[config.mk]
export PLATFORM = sky130hd
export DESIGN_NAME = score_arbiter
export DESIGN_NICKNAME = d
export VERILOG_FILES = /design/src/rtl/score_arbiter_pkg.sv /design/src/rtl/score_arbiter_bcd_digit_adder.sv /design/src/rtl/score_arbiter.sv
export SDC_FILE = /design/constraint.sdc
export NUM_CORES = 1
export LEC_CHECK = 0
export ABC_AREA = 1
export CORE_MARGIN = 4
export CORE_UTILIZATION = 57
export DETAILED_ROUTE_END_ITERATION = 16
export GPL_ROUTABILITY_DRIVEN = 0
export PLACE_DENSITY = 0.91
export SYNTH_ARGS = -nofsm -noshare
export SYNTH_HDL_FRONTEND = slang
export SYNTH_SLANG_ARGS = --single-unit
export TNS_END_PERCENT = 20
[constraint.sdc]
create_clock -name clk_i -period 5.7 [get_ports clk_i]
set_input_delay 0.57 -clock clk_i [delete_from_list [all_inputs] [get_ports clk_i]]
set_output_delay 0.57 -clock clk_i [all_outputs]
set_load 0.02 [all_outputs]
[src/rtl/score_arbiter_pkg.sv]
// rtl/score_arbiter_pkg.sv - shared constants, FSM encoding and helpers for score_arbiter
//
// Purpose: one place for the requester count, score width, BCD limits and
// the arbiter FSM state encoding, imported by every score_arbiter file.
// Ports: none (package).

package score_arbiter_pkg;

  localparam int NUM_REQ = 4;
  localparam int DIGITS  = 4;

  localparam logic [3:0]  BCD_MAX_DIGIT = 4'd9;
  localparam logic [15:0] SCORE_MAX     = 16'h9999;

  typedef enum logic [1:0] {
    ST_IDLE = 2'd0,
    ST_ADD  = 2'd1,
    ST_DONE = 2'd2
  } state_e;

  // Amount nibbles above 9 are not valid BCD; treat them as the largest digit.
  function automatic logic [3:0] clamp_digit(input logic [3:0] d);
    return (d > BCD_MAX_DIGIT) ? BCD_MAX_DIGIT : d;
  endfunction

endpackage

[src/rtl/score_arbiter_bcd_digit_adder.sv]
// rtl/score_arbiter_bcd_digit_adder.sv - combinational single BCD digit adder
//
// Purpose: adds two BCD digits and a carry-in, producing a BCD sum digit
// and a decimal carry-out. Inputs are assumed to be valid BCD (0..9).
// Ports:
//   a_i    [3:0]  first BCD digit
//   b_i    [3:0]  second BCD digit
//   cin_i         carry in
//   sum_o  [3:0]  BCD sum digit
//   cout_o        decimal carry out

module bcd_digit_adder
  import score_arbiter_pkg::*;
(
  input  logic [3:0] a_i,
  input  logic [3:0] b_i,
  input  logic       cin_i,
  output logic [3:0] sum_o,
  output logic       cout_o
);

  logic [4:0] raw;
  logic [4:0] adj;

  always_comb begin
    raw = {1'b0, a_i} + {1'b0, b_i} + {4'b0000, cin_i};
    adj = raw - 5'd10;
    if (raw > {1'b0, BCD_MAX_DIGIT}) begin
      sum_o  = adj[3:0];
      cout_o = 1'b1;
    end else begin
      sum_o  = raw[3:0];
      cout_o = 1'b0;
    end
  end

endmodule

[src/rtl/score_arbiter.sv]
// rtl/score_arbiter.sv - round-robin arbiter feeding a digit-serial BCD score accumulator
//
// Purpose: grants one of NUM_REQ requesters at a time, adds its BCD amount to
// the shared score one digit per cycle through a single time-shared digit
// adder, then pulses ACK to that requester for one cycle.
// Build option: define SCORE_ARBITER_SAT_EN to saturate the score at 9999 on
// overflow; otherwise the score wraps modulo 10000.
// Ports:
//   clk_i               clock, all state on rising edge
//   rst_ni              asynchronous active-low reset
//   clear_i             synchronous score clear, overrides everything else
//   req_i   [NUM_REQ-1:0]    per-requester add request (level, held until ack)
//   amt_i   [4*NUM_REQ-1:0]  per-requester BCD amount, nibble i for requester i
//   ack_o   [NUM_REQ-1:0]    one-hot completion pulse
//   score_o [4*DIGITS-1:0]   BCD score, [3:0] = units
//   busy_o              high whenever the FSM is not idle
//   overflow_o          sticky carry-out-of-top-digit flag

module score_arbiter
  import score_arbiter_pkg::*;
#(
  parameter int NUM_REQ = score_arbiter_pkg::NUM_REQ,
  parameter int DIGITS  = score_arbiter_pkg::DIGITS
) (
  input  logic                   clk_i,
  input  logic                   rst_ni,
  input  logic                   clear_i,
  input  logic [NUM_REQ-1:0]     req_i,
  input  logic [4*NUM_REQ-1:0]   amt_i,
  output logic [NUM_REQ-1:0]     ack_o,
  output logic [4*DIGITS-1:0]    score_o,
  output logic                   busy_o,
  output logic                   overflow_o
);

  state_e      state_q, state_d;
  logic [1:0]  digit_q, digit_d;
  logic [1:0]  grant_q, grant_d;
  logic [1:0]  ptr_q, ptr_d;
  logic [3:0]  amt_q, amt_d;
  logic        carry_q, carry_d;
  logic [15:0] shadow_q, shadow_d;
  logic [15:0] score_q, score_d;
  logic        ovf_q, ovf_d;

  logic        grant_found;
  logic [1:0]  grant_idx;
  logic [1:0]  cand;

  logic [3:0]  add_a, add_b, add_sum;
  logic        add_cin, add_cout;

  // Round-robin search: candidates ptr+1, ptr+2, ... wrapping, with the last
  // granted requester checked last.
  always_comb begin
    grant_found = 1'b0;
    grant_idx   = ptr_q;
    cand        = 2'd0;
    for (int k = 1; k <= NUM_REQ; k++) begin
      cand = ptr_q + 2'(k);
      if (!grant_found && req_i[cand]) begin
        grant_found = 1'b1;
        grant_idx   = cand;
      end
    end
  end

  // Digit 0 brings in the amount; higher digits only propagate the carry.
  always_comb begin
    add_a   = score_q[{digit_q, 2'b00} +: 4];
    add_b   = (digit_q == 2'd0) ? amt_q : 4'd0;
    add_cin = (digit_q == 2'd0) ? 1'b0 : carry_q;
  end

  bcd_digit_adder u_digit_adder (
    .a_i    (add_a),
    .b_i    (add_b),
    .cin_i  (add_cin),
    .sum_o  (add_sum),
    .cout_o (add_cout)
  );

  always_comb begin
    state_d  = state_q;
    digit_d  = digit_q;
    grant_d  = grant_q;
    ptr_d    = ptr_q;
    amt_d    = amt_q;
    carry_d  = carry_q;
    shadow_d = shadow_q;
    score_d  = score_q;
    ovf_d    = ovf_q;

    unique case (state_q)
      ST_IDLE: begin
        if (grant_found) begin
          state_d = ST_ADD;
          digit_d = 2'd0;
          grant_d = grant_idx;
          ptr_d   = grant_idx;
          amt_d   = clamp_digit(amt_i[{grant_idx, 2'b00} +: 4]);
          carry_d = 1'b0;
        end
      end

      ST_ADD: begin
        shadow_d[{digit_q, 2'b00} +: 4] = add_sum;
        carry_d = add_cout;
        if (digit_q == 2'(DIGITS - 1)) begin
          // Publish the whole result at once; the top digit comes straight
          // from the adder since the shadow copy is only written this edge.
          state_d = ST_DONE;
`ifdef SCORE_ARBITER_SAT_EN
          score_d = add_cout ? SCORE_MAX : {add_sum, shadow_q[11:0]};
`else
          score_d = {add_sum, shadow_q[11:0]};
`endif
          if (add_cout) begin
            ovf_d = 1'b1;
          end
        end else begin
          digit_d = digit_q + 2'd1;
        end
      end

      ST_DONE: begin
        state_d = ST_IDLE;
      end

      default: begin
        state_d = ST_IDLE;
      end
    endcase

    // Clear discards any in-flight add; the requester still holds its request
    // and is simply arbitrated again. The round-robin pointer is kept.
    if (clear_i) begin
      state_d = ST_IDLE;
      score_d = '0;
      ovf_d   = 1'b0;
      ptr_d   = ptr_q;
    end
  end

  always_ff @(posedge clk_i or negedge rst_ni) begin
    if (!rst_ni) begin
      state_q  <= ST_IDLE;
      digit_q  <= 2'd0;
      grant_q  <= 2'd0;
      ptr_q    <= 2'd3;
      amt_q    <= 4'd0;
      carry_q  <= 1'b0;
      shadow_q <= 16'h0000;
      score_q  <= 16'h0000;
      ovf_q    <= 1'b0;
    end else begin
      state_q  <= state_d;
      digit_q  <= digit_d;
      grant_q  <= grant_d;
      ptr_q    <= ptr_d;
      amt_q    <= amt_d;
      carry_q  <= carry_d;
      shadow_q <= shadow_d;
      score_q  <= score_d;
      ovf_q    <= ovf_d;
    end
  end

  assign ack_o      = (state_q == ST_DONE) ? (NUM_REQ'(1) << grant_q) : '0;
  assign score_o    = score_q;
  assign busy_o     = (state_q != ST_IDLE);
  assign overflow_o = ovf_q;

endmodule

### Word level (Yosys, flattened, before mapping)

Cells that the tools add are included.

| storage, ports and cells | value |
|---|---|
| output and inout port bits | 22 |
| bits in registers | 46 |
| word-level logic and storage cells | 95 |
| input port bits | 23 |

| cells by class | value |
|---|---|
| multiplexer cells | 39 |
| bitwise gates (word level) | 1 |
| equality and inequality tests | 7 |
| $add $sub $neg | 8 |
| order comparisons | 6 |
| reductions and logical operators | 20 |
| shift operators | 5 |

Operators by type and width:

| operator | count |
|---|---|
| $mux W16 | 3 |
| $shiftx A16 B5 Y4 | 2 |
| $mux W2 | 9 |
| $bwmux W16 | 1 |
| $mux W4 | 4 |
| $shift A4 B6 Y16 const A | 1 |
| $shiftx A4 B6 Y16 | 1 |
| $mux W1 | 15 |
| $lt A2 B3 Y1 const B | 4 |
| $reduce_bool A2 Y1 | 5 |
| $reduce_and A3 Y1 | 3 |
| $bmux W1 S2 | 4 |
| $pmux W2 S2 | 2 |
| $reduce_and A2 Y1 | 4 |
| $ne A3 B3 Y1 const B | 2 |
| $neg A4 Y6 | 1 |
| $add A4 B4 Y5 | 1 |
| $add A5 B1 Y5 | 1 |
| $gt A5 B4 Y1 const B | 1 |
| $add A2 B1 Y2 const B | 2 |
| $add A2 B2 Y2 const B | 2 |
| $eq A2 B2 Y1 const B | 2 |
| $gt A4 B4 Y1 const B | 1 |
| $logic_not A2 Y1 | 2 |
| other kinds (8) | 13 |

### Longest topological paths before layout

| depth | value |
|---|---|
| depth after elaboration | 16 |
| gate-level depth with buffers | 19 |
| depth with buffers taken out | 18 |

### Hierarchy

A second synthesis with hierarchy kept.

| second synthesis, totals | value |
|---|---|
| cell total of the unflattened synthesis | 367 |
| area, all modules | 2755.1 µm² |

By module, submodules not included:

| module | times used | seq. area each (µm²) | cells each | area an instance (µm²) |
|---|---|---|---|---|
| score_arbiter | 1 | 1053.5 | 320 | 2454.9 |
| bcd_digit_adder | 1 | 0.0 | 47 | 300.3 |

### Least setup slack after synthesis

OpenSTA, ideal clock, no wires.

| timing path | value |
|---|---|
| path type | register to register |
| start point | register digit_q[0] |
| end point | register shadow_q[9] |
| slack | 2740 ps |
| data arrival time | 2834 ps |
| period minus slack after synthesis | 2960 ps |
| library setup time | 126 ps |
| required time | 5574 ps |
| buffers on the path | 1 |
| stages on the path, launching flop included | 16 |
| cell sequence | dfrtp_1 -> inv_1 -> clkbuf_1 -> ha_1 -> nand2_1 -> fa_1 -> inv_1 -> fa_1 -> inv_1 -> ha_1 -> nand2_1 -> nand3_1 -> nand2_1 -> xor2_1 -> nand2b_1 -> o22ai_1 |

| on the way | value |
|---|---|
| cells in the longest elaborated chain, start to end | 8 |
| elaborated cells on any way between the ends | 13 |
| classes of those cells | 4 x add/sub; 1 x order compare; 3 x shift; 4 x mux; 1 x reduce/logical |

RTL lines:

| what | RTL line | text |
|---|---|---|
| start: declaration | score_arbiter.sv:37 | `logic [1:0] digit_q, digit_d;` |
| start signal: assignment | score_arbiter.sv:158 | `digit_q <= digit_d;` |
| branches (longest 7 deep; another with $add A4 B4 Y5) | n/a |  |
| $bwmux W16 * | score_arbiter.sv:107 | `shadow_d[{digit_q, 2'b00} +: 4] = add_sum;` |
| end signal: assignment | score_arbiter.sv:163 | `shadow_q <= shadow_d;` |
| end: declaration | score_arbiter.sv:42 | `logic [15:0] shadow_q, shadow_d;` |

Every way passes the cells marked *.
A chain may end at the register's enable or synchronous reset.

### Worst setup path in the final report

| timing path | value |
|---|---|
| start point | register digit_q[0] |
| end point | register score_q[15] (netlist: score_o[15]) |

| on the way | value |
|---|---|
| cells in the longest elaborated chain, start to end | 9 |
| elaborated cells on any way between the ends | 15 |
| classes of those cells | 3 x add/sub; 1 x order compare; 1 x eq/ne; 1 x shift; 6 x mux; 3 x reduce/logical |

RTL lines:

| what | RTL line | text |
|---|---|---|
| branches (longest 9 deep; another with $add A4 B4 Y5) | n/a |  |
| end signal: assignment | score_arbiter.sv:164 | `score_q <= score_d;` |
| end: declaration | score_arbiter.sv:43 | `logic [15:0] score_q, score_d;` |

Several ways; the timed one is not identified. The select of a mux whose other input is x is not followed.

==> reports/qor.csv <==
stage,metric,value,unit
outcome,status,completed,
yosys,Cells after Synth,334,
floorplan,io pins,45,
sta,minimum clock period,3530,ps
yosys,top post-synthesis cells by area,"dfrtp_1 38%, nand2_1 9.7%, nand3_1 7.1%, inv_1 6.6%, o21ai_0 6.1%",
clock_tree,CTS H-tree depth,2,
pwr,NetSw,0.939,mW
clock_tree,Root Driver,clkbuf_8,
clock_tree,clk buf depth,2,
sta,Worst Skew,7.39,ps
sta,max frequency,0.283,GHz
final_layout,fillcell total,325,
critical_path,critical path peak fanout,14,
final_layout,design area,3200,µm²
yosys,Yosys top cell area share,38.1,%
global_route,initial antenna violation count,0,
final_layout,multi-input logic area,1330,µm²
final_layout,Antenna Cells,0,
floorplan,Std-Cell Rows,24,
critical_path,worst path arrival time,3740,ps
clock_tree,CTS Sinks,42,
drt,final antenna-violating net count,0,
sta,hold_ws,396,ps
global_route,largest net degree at the start of global routing,43,
yosys,synthesized area,2620,µm²
floorplan,core area,4410,µm²
yosys,"Distinct cells, synth",36,
clock_tree,PostCTS Resize Cnt,0,
final_layout,Post-layout nets,411,
global_route,GRT Total Usage,23.7,%
yosys,"Async S/R FF share, synth",100,%
sta,RSZ-0062 raised after global routing,false,
drt,Iteration-0 DRC Markers,196,
min_path,min-delay worst type,input port to async pin,
place,post-DP HPWL,4870,µm
drt,drt pass-1 iters,6,
floorplan,Die Y,75.8,µm
critical_path,crit end category,register,
final_layout,Reg area,1050,µm²
clock_tree,hold bufs inserted after CTS,0,
sta,Least-Margin Pin Slew,892,ps
clock_tree,clk_lat worst skew,300,ps
drt,post-DR wirelength/cell,15.0,µm
drt,DR DRC count,0,
drt,drt total wl,6450,µm
critical_path,WP data required,5910,ps
pwr,total power,1.86,mW
sta,setup_tns,0,ps
flow_run,Max Cap Violations,0,
pwr,peak supply drop,0.494,mV
clock_tree,CTS tree,done,
yosys,mean post-synth cell area,7.86,µm²
sta,final hold vios,0,
sta,Max-slew headroom,40.5,%
pwr,Sw Share,50.5,%
yosys,Synth Net Count,367,
global_route,first-pass GRT wire length,10200,µm
pwr,Clk pwr share,13.2,%
sta,max-slew violations,0,
pwr,leakage power,1.53,nW
pwr,Logic pwr share,63.2,%
sta,final worst-path cycle share,61.9,%
place,IO Port Bufs,44,
place,Placed Area,3080,µm²
yosys,Yosys warning count,0,
yosys,commonest cells in the synthesized netlist,"68 x nand2_1, 46 x inv_1, 40 x dfrtp_1",
clock_tree,CTS Buf Count,5,
floorplan,Die ar.,5750,µm²
yosys,register area share after synthesis,40.2,%
global_route,number of global-route vias before repair,2192,
yosys,number of flops mapped to enable cells by yosys,0,
pwr,Pwr per Cell Area,581,nW/µm²
critical_path,CP Class,register to register,
critical_path,CP startpoint kind,register,
drt,post-DR vias/cell,5.65,
yosys,ys flop type,dfrtp_1,
floorplan,Die X,75.8,µm
pwr,Flop pwr share,23.6,%
clock_tree,"Clk pin slew, worst setup/hold paths",80,ps
clock_tree,post-CTS setup buffers,0,
sta,Final Setup Violations,0,
pwr,Int Power,0.919,mW
global_route,grt ovf,0,
drt,via count,2437,
floorplan,Initial Utilization,59.4,%
yosys,most frequent cell after synthesis,nand2_1,
final_layout,Area Growth Syn to Fin,21.9,%
final_layout,share of post-route cells with drive strength above 1,11.3,%
yosys,largest area contributor in the netlist,dfrtp_1,
yosys,Yosys reg bits,42,
## worst paths after layout
path,startpoint,to,slack [ps],depth (start not counted)
worst max-delay path,digit_q[0]$_DFFE_PN0P_,score_o[15]$_DFFE_PN0P_,2170,16
worst min-delay path,rst_ni,score_o[1]$_DFFE_PN0P_,400,1
worst max register to register,digit_q[0]$_DFFE_PN0P_,score_o[15]$_DFFE_PN0P_,2170,16
worst min register to register,amt_q[3]$_DFFE_PN0P_,amt_q[3]$_DFFE_PN0P_,520,1
max in group asynchronous,rst_ni,shadow_q[5]$_DFFE_PN0P_,4750,1
min in group clk_i,amt_q[3]$_DFFE_PN0P_,amt_q[3]$_DFFE_PN0P_,520,1
## cell type report
| cell class | instances | share of cell area [%] |
|---|---|---|
| Clock buffer | 7 | 2.70 |
| Clock inverter | 1 | 0.939 |
| Inverter | 51 | 6.14 |
| Multi-Input combinational cell | 234 | 41.7 |
| Sequential cell | 42 | 32.9 |
| Tap cell | 52 | 2.03 |
| Timing Repair Buffer | 44 | 13.6 |
## logic make-up after synthesis
| family | synth area share (%) |
|---|---|
| AOI/OAI and AO/OA | 13.4 |
| xor gates and xnor gates | 1.34 |
| adders and majority gates | 5.34 |
| buffers and inverters | 9.06 |
| DFF | 40.2 |
| and+or+nand+nor | 30.7 |
## layer usage
layer  up-vias  track usage, %  wire [µm]
met5         -               0          0
met4         0            7.96        111
met3        12            5.15        423
met2       105            37.2       3070
met1      1141            32.6       2850
li1       1179               -          -
## registers in the layout, indices dropped and copies added, names as in the netlist
signal	cells
digit_q	2
amt_q	4
ptr_q	2
overflow_o	1
state_q	2
carry_q	1
shadow_q	12
grant_q	2
score_o	16
## through the flow
stage	utilization [%]	std cells	setup WS, ps
after floorplan	-	334	2740
after global placement	69.8	423	2480
after detailed placement	69.8	423	2280
after CTS	72.5	431	2260
after global routing	72.5	431	1900
final	72.5	431	2170
## power groups by stage
stage                     Clock [mW]  Combinational (mW)  Sequential (mW)
after floorplan                    0               0.936            0.419
after global placement             0                1.10            0.441
after detailed placement           0                1.15            0.444
after CTS                      0.242                1.16            0.438
after global routing           0.255                1.31            0.446
final                          0.245                1.17            0.439
## worst max-delay path, cell delays in order (launching register included)
cell     delay (ps)
dfrtp_1         590
inv_1           270
ha_1            360
inv_1           160
nand2_1          90
fa_1            360
inv_1            90
fa_1            400
inv_1           110
ha_1            170
nand2_1          60
nand3_1          80
nand2_1         120
nand2_1         130
xnor2_1         160
inv_1           100
o21ai_0         180
## cells in the final DEF, fill, tap and decap left out, types with 2 or more instances in the layout
cell / instances
nor2_1: 13
inv_4: 2
fa_1: 2
nand2_4: 9
xor2_1: 2
nand4_1: 2
clkdlybuf4s50_1: 43
clkbuf_8: 6
ha_1: 8
nor3_1: 6
o21ai_0: 32
nor2_2: 2
inv_2: 2
xnor2_1: 2
inv_1: 46
nand2_2: 12
o21ai_1: 4
dfrtp_1: 40
nand3_1: 37
a21oi_1: 6
dfstp_2: 2
nand2_1: 68
nand3_2: 2
o22ai_1: 16
Note: power is estimated with default switching activity, not from simulation.
